`src/rtl/register_file.sv`:
```
// register_file: DEPTH x WIDTH register file with one synchronous write port
// and two combinational read ports (rs, rt).
// ZERO_REG=1 hardwires entry 0 to zero. Addresses at or above DEPTH write
// nothing and read as zero.
// Optional build macro REGISTER_FILE_BYPASS_EN: forwards the pending write
// data to a read port that addresses the entry being written in that cycle.
module register_file #(
   parameter int              WIDTH       = 32,
   parameter int              DEPTH       = 32,
   parameter int              ADDR_W      = 5,
   parameter int              ZERO_REG    = 1,
   parameter logic [WIDTH-1:0] RESET_VALUE = '0
) (
   input  logic              clk,
   input  logic              reset,
   input  logic              wr_enable,
   input  logic [ADDR_W-1:0] wr_addr,
   input  logic [WIDTH-1:0]  wr_data,
   input  logic [ADDR_W-1:0] rs_addr,
   output logic [WIDTH-1:0]  rs_data,
   input  logic [ADDR_W-1:0] rt_addr,
   output logic [WIDTH-1:0]  rt_data
);

   // Storage array. Entry 0 is held at zero when hardwired, and the read
   // mux never selects it in that case, so it reads 0 even before reset.
   logic [WIDTH-1:0] mem_q [DEPTH];
   logic [WIDTH-1:0] mem_d [DEPTH];

   // Next-state for every entry: reset wins over a write. Each entry matches
   // only its own exact address, so out-of-range writes select no entry.
   always_comb begin
      for (int i = 0; i < DEPTH; i++) begin
         mem_d[i] = mem_q[i];
         if (ZERO_REG != 0 && i == 0) begin
            mem_d[i] = '0;
         end else if (reset) begin
            mem_d[i] = RESET_VALUE;
         end else if (wr_enable && (wr_addr == ADDR_W'(i))) begin
            mem_d[i] = wr_data;
         end
      end
   end

   // Storage update on the rising clock edge.
   always_ff @(posedge clk) begin
      for (int i = 0; i < DEPTH; i++) begin
         mem_q[i] <= mem_d[i];
      end
   end

`ifdef REGISTER_FILE_BYPASS_EN
   // A write is forwardable only if it will really land in storage.
   logic fwd_ok;
   always_comb begin
      fwd_ok = wr_enable && !reset && (int'(wr_addr) < DEPTH) &&
               !(ZERO_REG != 0 && wr_addr == '0);
   end
`endif

   // Combinational read ports. An unmatched address (out of range or the
   // hardwired zero entry) leaves the default of zero.
   always_comb begin
      rs_data = '0;
      rt_data = '0;
      for (int i = 0; i < DEPTH; i++) begin
         if (!(ZERO_REG != 0 && i == 0)) begin
            if (rs_addr == ADDR_W'(i)) begin
               rs_data = mem_q[i];
            end
            if (rt_addr == ADDR_W'(i)) begin
               rt_data = mem_q[i];
            end
         end
      end
`ifdef REGISTER_FILE_BYPASS_EN
      if (fwd_ok && (wr_addr == rs_addr)) begin
         rs_data = wr_data;
      end
      if (fwd_ok && (wr_addr == rt_addr)) begin
         rt_data = wr_data;
      end
`endif
   end

endmodule
```
`config.mk`:
```
export PLATFORM = sky130hd
export DESIGN_NAME = register_file
export DESIGN_NICKNAME = d
export VERILOG_FILES = /design/src/rtl/register_file.sv
export SDC_FILE = /design/constraint.sdc
export NUM_CORES = 2
export LEC_CHECK = 0
export ABC_AREA = 1
export CAP_MARGIN = 20
export CORE_MARGIN = 2
export CORE_UTILIZATION = 57
export CTS_BUF_LIST = sky130_fd_sc_hd__clkbuf_8 sky130_fd_sc_hd__clkbuf_16
export CTS_CLUSTER_DIAMETER = 40
export DETAILED_ROUTE_END_ITERATION = 8
export GPL_ROUTABILITY_DRIVEN = 1
export MAX_ROUTING_LAYER = met4
export PLACE_DENSITY_LB_ADDON = 0.05
export SLEW_MARGIN = 30
export SYNTH_ARGS = -nofsm -noshare
export SYNTH_HDL_FRONTEND = slang
export SYNTH_SLANG_ARGS = --single-unit
```
`constraint.sdc`:
```
create_clock -name clk -period 4.5 [get_ports clk]
set_clock_uncertainty 0.2 [all_clocks]
set_input_delay 1.35 -clock clk [delete_from_list [all_inputs] [get_ports clk]]
set_output_delay 1.35 -clock clk [all_outputs]
set_load 0.05 [all_outputs]
```
# Word level (Yosys, flattened, before mapping)
# Memories as Yosys holds them, arrays and structs flattened.
# Cells that the tools add are included.
word_totals:
  mem_count: 1
  ram_bits: 1024
  wordCells: 249
  register_bits: 0
op_classes:
  n_reduce_logical: 31
  n_mux: 124
  n_eq_ne: 93
memory_table:
  columns: ["name", "depth", "word_bits", "read_ports", "rd_clocked_by_memory_dff", "wr", "line_no", "source"]
  rows:
  - ["mem_q", 32, 32, 31, 0, 32, "27", "logic [WIDTH-1:0] mem_q [DEPTH];"]
ops:
  columns: ["op", "n"]
  rows:
  - ["$mux 32", 124]
  - ["$eq 5x5->1 const B", 48]
  - ["$eq 5x4->1 const B", 24]
  - ["$eq 5x3->1 const B", 12]
  - ["$logic_and 1x1->1", 31]
  - ["$eq 5x2->1 const B", 6]
  - ["$eq 5x1->1 const B", 3]

# Depth between registers and ports, before layout
depth:
  word_depth: 32
  mapped_depth: 24
  ltp_nobuf: 23

# Worst setup path after synthesis
# OpenSTA, ideal clock, no wires.
synth_path:
  path_kind: "input -> output"
  from: "input rt_addr[1]"
  to: "output rt_data[24]"
  slack_ns: -0.576
  n_path_buf: 2
  cell_stages: 19
  arrival_ns: 3.526
  path_cell_list: "buf_4 nand2_4 nor2_1 nand2_2 inv_2 buf_2 nand2_1 nand2_1 nand4_1 nand2_1 nand4_1 nor3_1 nand4_1 nor2_1 nand4_1 nor2_1 nand4_1 nor2_1 nand4_1"
synth_between:
  elab_chain_cells: 32
synth_lines:
  columns: ["item", "line_no", "source"]
  rows:
  - ["start, declared", "21", "input logic [ADDR_W-1:0] rt_addr,"]
  - ["$eq 5x1->1", "71", "if (rt_addr == ADDR_W'(i)) begin"]
  - ["$mux 32 (30 in series)", "71", null]
  - ["$mux 32 (*)", "71", null]
  - ["end, declared", "22", "output logic [WIDTH-1:0] rt_data"]
# Mark *: on every way between the ends. The rest lies on a longest branch, timed or not.

# Worst setup path after layout
layout_path:
  from: "input rt_addr[2]"
  to: "output rt_data[4]"
# Same word-level chain as after synthesis.

==> run_results.csv <==
group,metric,value,unit
clocking,cts.sinks,992,
yosys,synthesis.yosys.warnings,0,
yosys,most_common_cell_in_the_synthesized_netlist,"sky130_fd_sc_hd__nand2_1",
final_layout,largest_register_ff_count,992,
yosys,synth.top_cells.by_count,"2,352 x sky130_fd_sc_hd__nand2_1, 1,169 x sky130_fd_sc_hd__nor2_1, 992 x sky130_fd_sc_hd__dfxtp_1, 640 x sky130_fd_sc_hd__a21oi_1, 615 x sky130_fd_sc_hd__nand4_1",
clocking,clkSlewWorstSetupHoldPaths,0.05,ns
timing,hold_viol,0,
detailed_routing,viasPerCell,6.33,
timing,min_period_over_period,143,%
yosys,synth_edf_count,0,
global_routing,antenna_found_initial,9,
setup_path,critPathLaunchType,"primary input",
outcome,failed_checks,"negative setup slack",
pwr,vdd_ir_max,0.409,mV
outcome,result_of_the_run,"finished with violations",
placement,detailedPlacementHpwl,154,mm
setup_path,critPathKind,"primary input to output port",
yosys,netlist_top_cells_area,"sky130_fd_sc_hd__dfxtp_1 39%, sky130_fd_sc_hd__nand2_1 17%, sky130_fd_sc_hd__nor2_1 8.7%",
yosys,ys_async_sr_fraction,0,%
hold_path,worst_hold_path_cells,2,
detailed_routing,first_pass_iters,9,
global_routing,global_route.usage.total,50.6,%
clocking,cts.htree.levels,4,
detailed_routing,ant_nets,0,
yosys,synth.ff_latch_count,992,
pwr,power.static_leakage,23.7,nW
setup_path,crit_path_max_fanout,5,
detailed_routing,via_count,60400,
pwr,power.share.sequential,38.5,%
pwr,p_int,0.0172,W
setup_path,endpoint_kind,"output port",
detailed_routing,drt_iter0_markers,9537,
yosys,avgSynthCellArea,6.39,um2
timing,max_clock_freq,156,MHz
pwr,combinational_share_of_power,8.5,%
clocking,num_cts_buffers,149,
final_layout,fin_nets,8302,
placement,port_buffers,113,
clocking,tritoncts,"done",
final_layout,drive_gt1_share,17.9,%
flow_run,max_cap_violations,0,
timing,grt_setup_unrepaired,"yes",
pwr,p_switching,0.00604,W
floorplanning,row_count,109,
yosys,synth.yosys.seq_area_share,39.2,%
timing,worst-slew-pin-transition,1.08,ns
floorplanning,die_outline_area,91200,um2
clocking,root_buffer,"sky130_fd_sc_hd__clkbuf_16",
floorplanning,die_h,302,um
floorplanning,starting_density_of_the_core,57.4,%
placement,gpl.final_weighted_congestion,1.04,
final_layout,seqCellArea,19900,um2
clocking,clk_path_buf_depth,3,
global_routing,maximum_number_of_pins_on_one_net_before_global_route_repair,105,
timing,min_period,6.43,ns
yosys,post_synthesis_cell_type_with_the_largest_combined_area,"sky130_fd_sc_hd__dfxtp_1",
detailed_routing,detail_route.drc_violations,0,
pwr,pwr_density_cell,354,nW/um2
global_routing,final_global_route_overflow_total,0,
setup_path,arrival,4.88,ns
hold_path,hold_path.class,"register to register",
timing,setup_viol_count_final,64,
timing,headroom_to_the_max_slew_limit,28.3,%
floorplanning,core_region_area,88200,um2
yosys,postSynthNetCount,7975,
clocking,cts.hold.buffers_added,0,
detailed_routing,wirelength,233,mm
yosys,synth_top_area_share,39.2,%
pwr,switching_share,26.0,%
yosys,syn_area,50600,um2
final_layout,largest_registers,"mem_q x992",
final_layout,multi_input_gate_area,27900,um2
yosys,synthesis.instances,7925,
final_layout,flow.area_growth_from_synthesis,29.4,%
yosys,distinct_cells_synth,26,
setup_path,crit_required,2.95,ns
setup_path,reg2reg_depth,2,
final_layout,fill_cells,7122,
detailed_routing,routedWlPerCell,24.4,um
global_routing,via_count_of_the_first_global_routing_pass,54900,
timing,final-max-slew-violation-count,0,
placement,dpl_worst_slack,-2.19,ns
clocking,clock_latency_late_sink,0.75,ns
final_layout,top_register,"mem_q",
floorplanning,die_x,302,um
yosys,synth_top_flop_cell,"sky130_fd_sc_hd__dfxtp_1",
timing,hold_slack,0.274,ns
pwr,clock_share_of_power,53.0,%
timing,fin_ws,-1.93,ns
global_routing,grt_first_pass_wirelength,340,mm
floorplanning,num_io_pins,114,
## stage by stage
step	TNS, ns	cell area [um2]	utilization [%]	cells	total power (W)
final	-100.09	65500	74.2	9549	0.0232
after CTS	-92.22	64600	73.2	9504	0.0230
after global routing	-105.76	65500	74.2	9547	0.0235
after detailed placement	-125.39	57500	65.2	9155	0.0108
after floorplan	-18.10	51400	-	7925	0.00996
after global placement	-125.52	57500	65.2	9155	0.0108
## path summary, 6_finish.rpt
path | slack (ns) | from | end
worst min-delay path | 0.27 | mem_q[1][362] | mem_q[1][362]
worst max register to register | 3.37 | mem_q[0][192] | mem_q[0][192]
worst min register to register | 0.27 | mem_q[1][362] | mem_q[1][362]
worst max-delay path | -1.93 | rt_addr[2] | rt_data[4]
## cells by family after synthesis
kind of cell / Yosys count / synth area share (%)
buffers and inverters: 1199 / 9.04
AND/OR/NAND/NOR: 4631 / 38.8
flip-flops: 992 / 39.2
AO/OA/AOI/OAI: 1103 / 12.9
## critical path: stages
cell	delay (ns)
sky130_fd_sc_hd__buf_12	0.10
sky130_fd_sc_hd__buf_8	0.12
sky130_fd_sc_hd__inv_4	0.05
sky130_fd_sc_hd__nor2_4	0.06
sky130_fd_sc_hd__nand3_2	0.10
sky130_fd_sc_hd__buf_12	0.13
sky130_fd_sc_hd__buf_12	0.11
sky130_fd_sc_hd__buf_12	0.11
sky130_fd_sc_hd__buf_12	0.10
sky130_fd_sc_hd__buf_6	0.08
sky130_fd_sc_hd__nor2_2	0.03
sky130_fd_sc_hd__nor2_2	0.14
sky130_fd_sc_hd__nand4_1	0.21
sky130_fd_sc_hd__nor2_2	0.17
sky130_fd_sc_hd__nand4_1	0.15
sky130_fd_sc_hd__nor2_1	0.13
sky130_fd_sc_hd__nand4_1	0.08
sky130_fd_sc_hd__nor2_1	0.12
sky130_fd_sc_hd__nand4_1	0.15
sky130_fd_sc_hd__nor2_2	0.21
sky130_fd_sc_hd__nand4_1	0.18
sky130_fd_sc_hd__nor2_1	0.18
sky130_fd_sc_hd__nand4_1	0.19
sky130_fd_sc_hd__nor2_1	0.16
sky130_fd_sc_hd__nand4_1	0.23
sky130_fd_sc_hd__buf_12	0.23
## what timing repair did
| action | CTS | global route |
|---|---|---|
| buffers inserted | 69 | 41 |
| pin swaps | 181 | 260 |
| cloned | 12 | 0 |
| resized for setup | 369 | 162 |
| setup endpoints to repair | 64 | 64 |
## layer usage
layer	vias to the layer above	track usage (%)	share of wire, %
met1	27700	64.3	37
met3	1146	14.7	15
met2	4755	69.7	41
met5	-	-	0
li1	26800	-	-
met4	0	32.6	7.4
## cell usage in the layout (no fill, tap or decap), types with 12 or more instances in the layout
cell and instances:
sky130_fd_sc_hd__a211oi_1 403, sky130_fd_sc_hd__a21oi_1 627, sky130_fd_sc_hd__buf_12 175, sky130_fd_sc_hd__buf_4 509
sky130_fd_sc_hd__buf_6 71, sky130_fd_sc_hd__buf_8 17, sky130_fd_sc_hd__bufinv_16 19, sky130_fd_sc_hd__clkbuf_16 157
sky130_fd_sc_hd__clkbuf_8 13, sky130_fd_sc_hd__clkdlybuf4s50_1 32, sky130_fd_sc_hd__clkinv_2 21, sky130_fd_sc_hd__clkinvlp_4 27
sky130_fd_sc_hd__dfxtp_1 992, sky130_fd_sc_hd__inv_1 520, sky130_fd_sc_hd__inv_2 15, sky130_fd_sc_hd__inv_6 21
sky130_fd_sc_hd__nand2_1 2255, sky130_fd_sc_hd__nand2_2 73, sky130_fd_sc_hd__nand2_4 25, sky130_fd_sc_hd__nand3_1 358
sky130_fd_sc_hd__nand3_2 59, sky130_fd_sc_hd__nand3_4 14, sky130_fd_sc_hd__nand4_1 615, sky130_fd_sc_hd__nor2_1 1000
sky130_fd_sc_hd__nor2_2 143, sky130_fd_sc_hd__nor2_4 45, sky130_fd_sc_hd__nor3_2 12, sky130_fd_sc_hd__o21ai_0 51
sky130_fd_sc_hd__or2_2 26
## power by group through the flow
stage,clock network (W),registers [W],logic [W]
6_report,0.0123,0.00893,0.00196
3_3_place_gp,0,0.00911,0.00168
3_5_place_dp,0,0.00911,0.00169
5_1_grt,0.0126,0.00893,0.00199
4_1_cts,0.0122,0.00893,0.00182
2_1_floorplan,0,0.00910,0.000861
## area by class of cell
type                            instances  area share (%)
Clock buffer                          170            6.27
Multi-Input combinational cell       5740            42.5
Clock inverter                        102            1.75
Timing Repair Buffer                  815            13.5
Timing Repair inverter                  1          0.0134
Inverter                              553            3.31
Sequential cell                       992            30.3
Antenna cell                           11          0.0420
Tap cell                             1165            2.23
(Power assumes the default switching activity.)
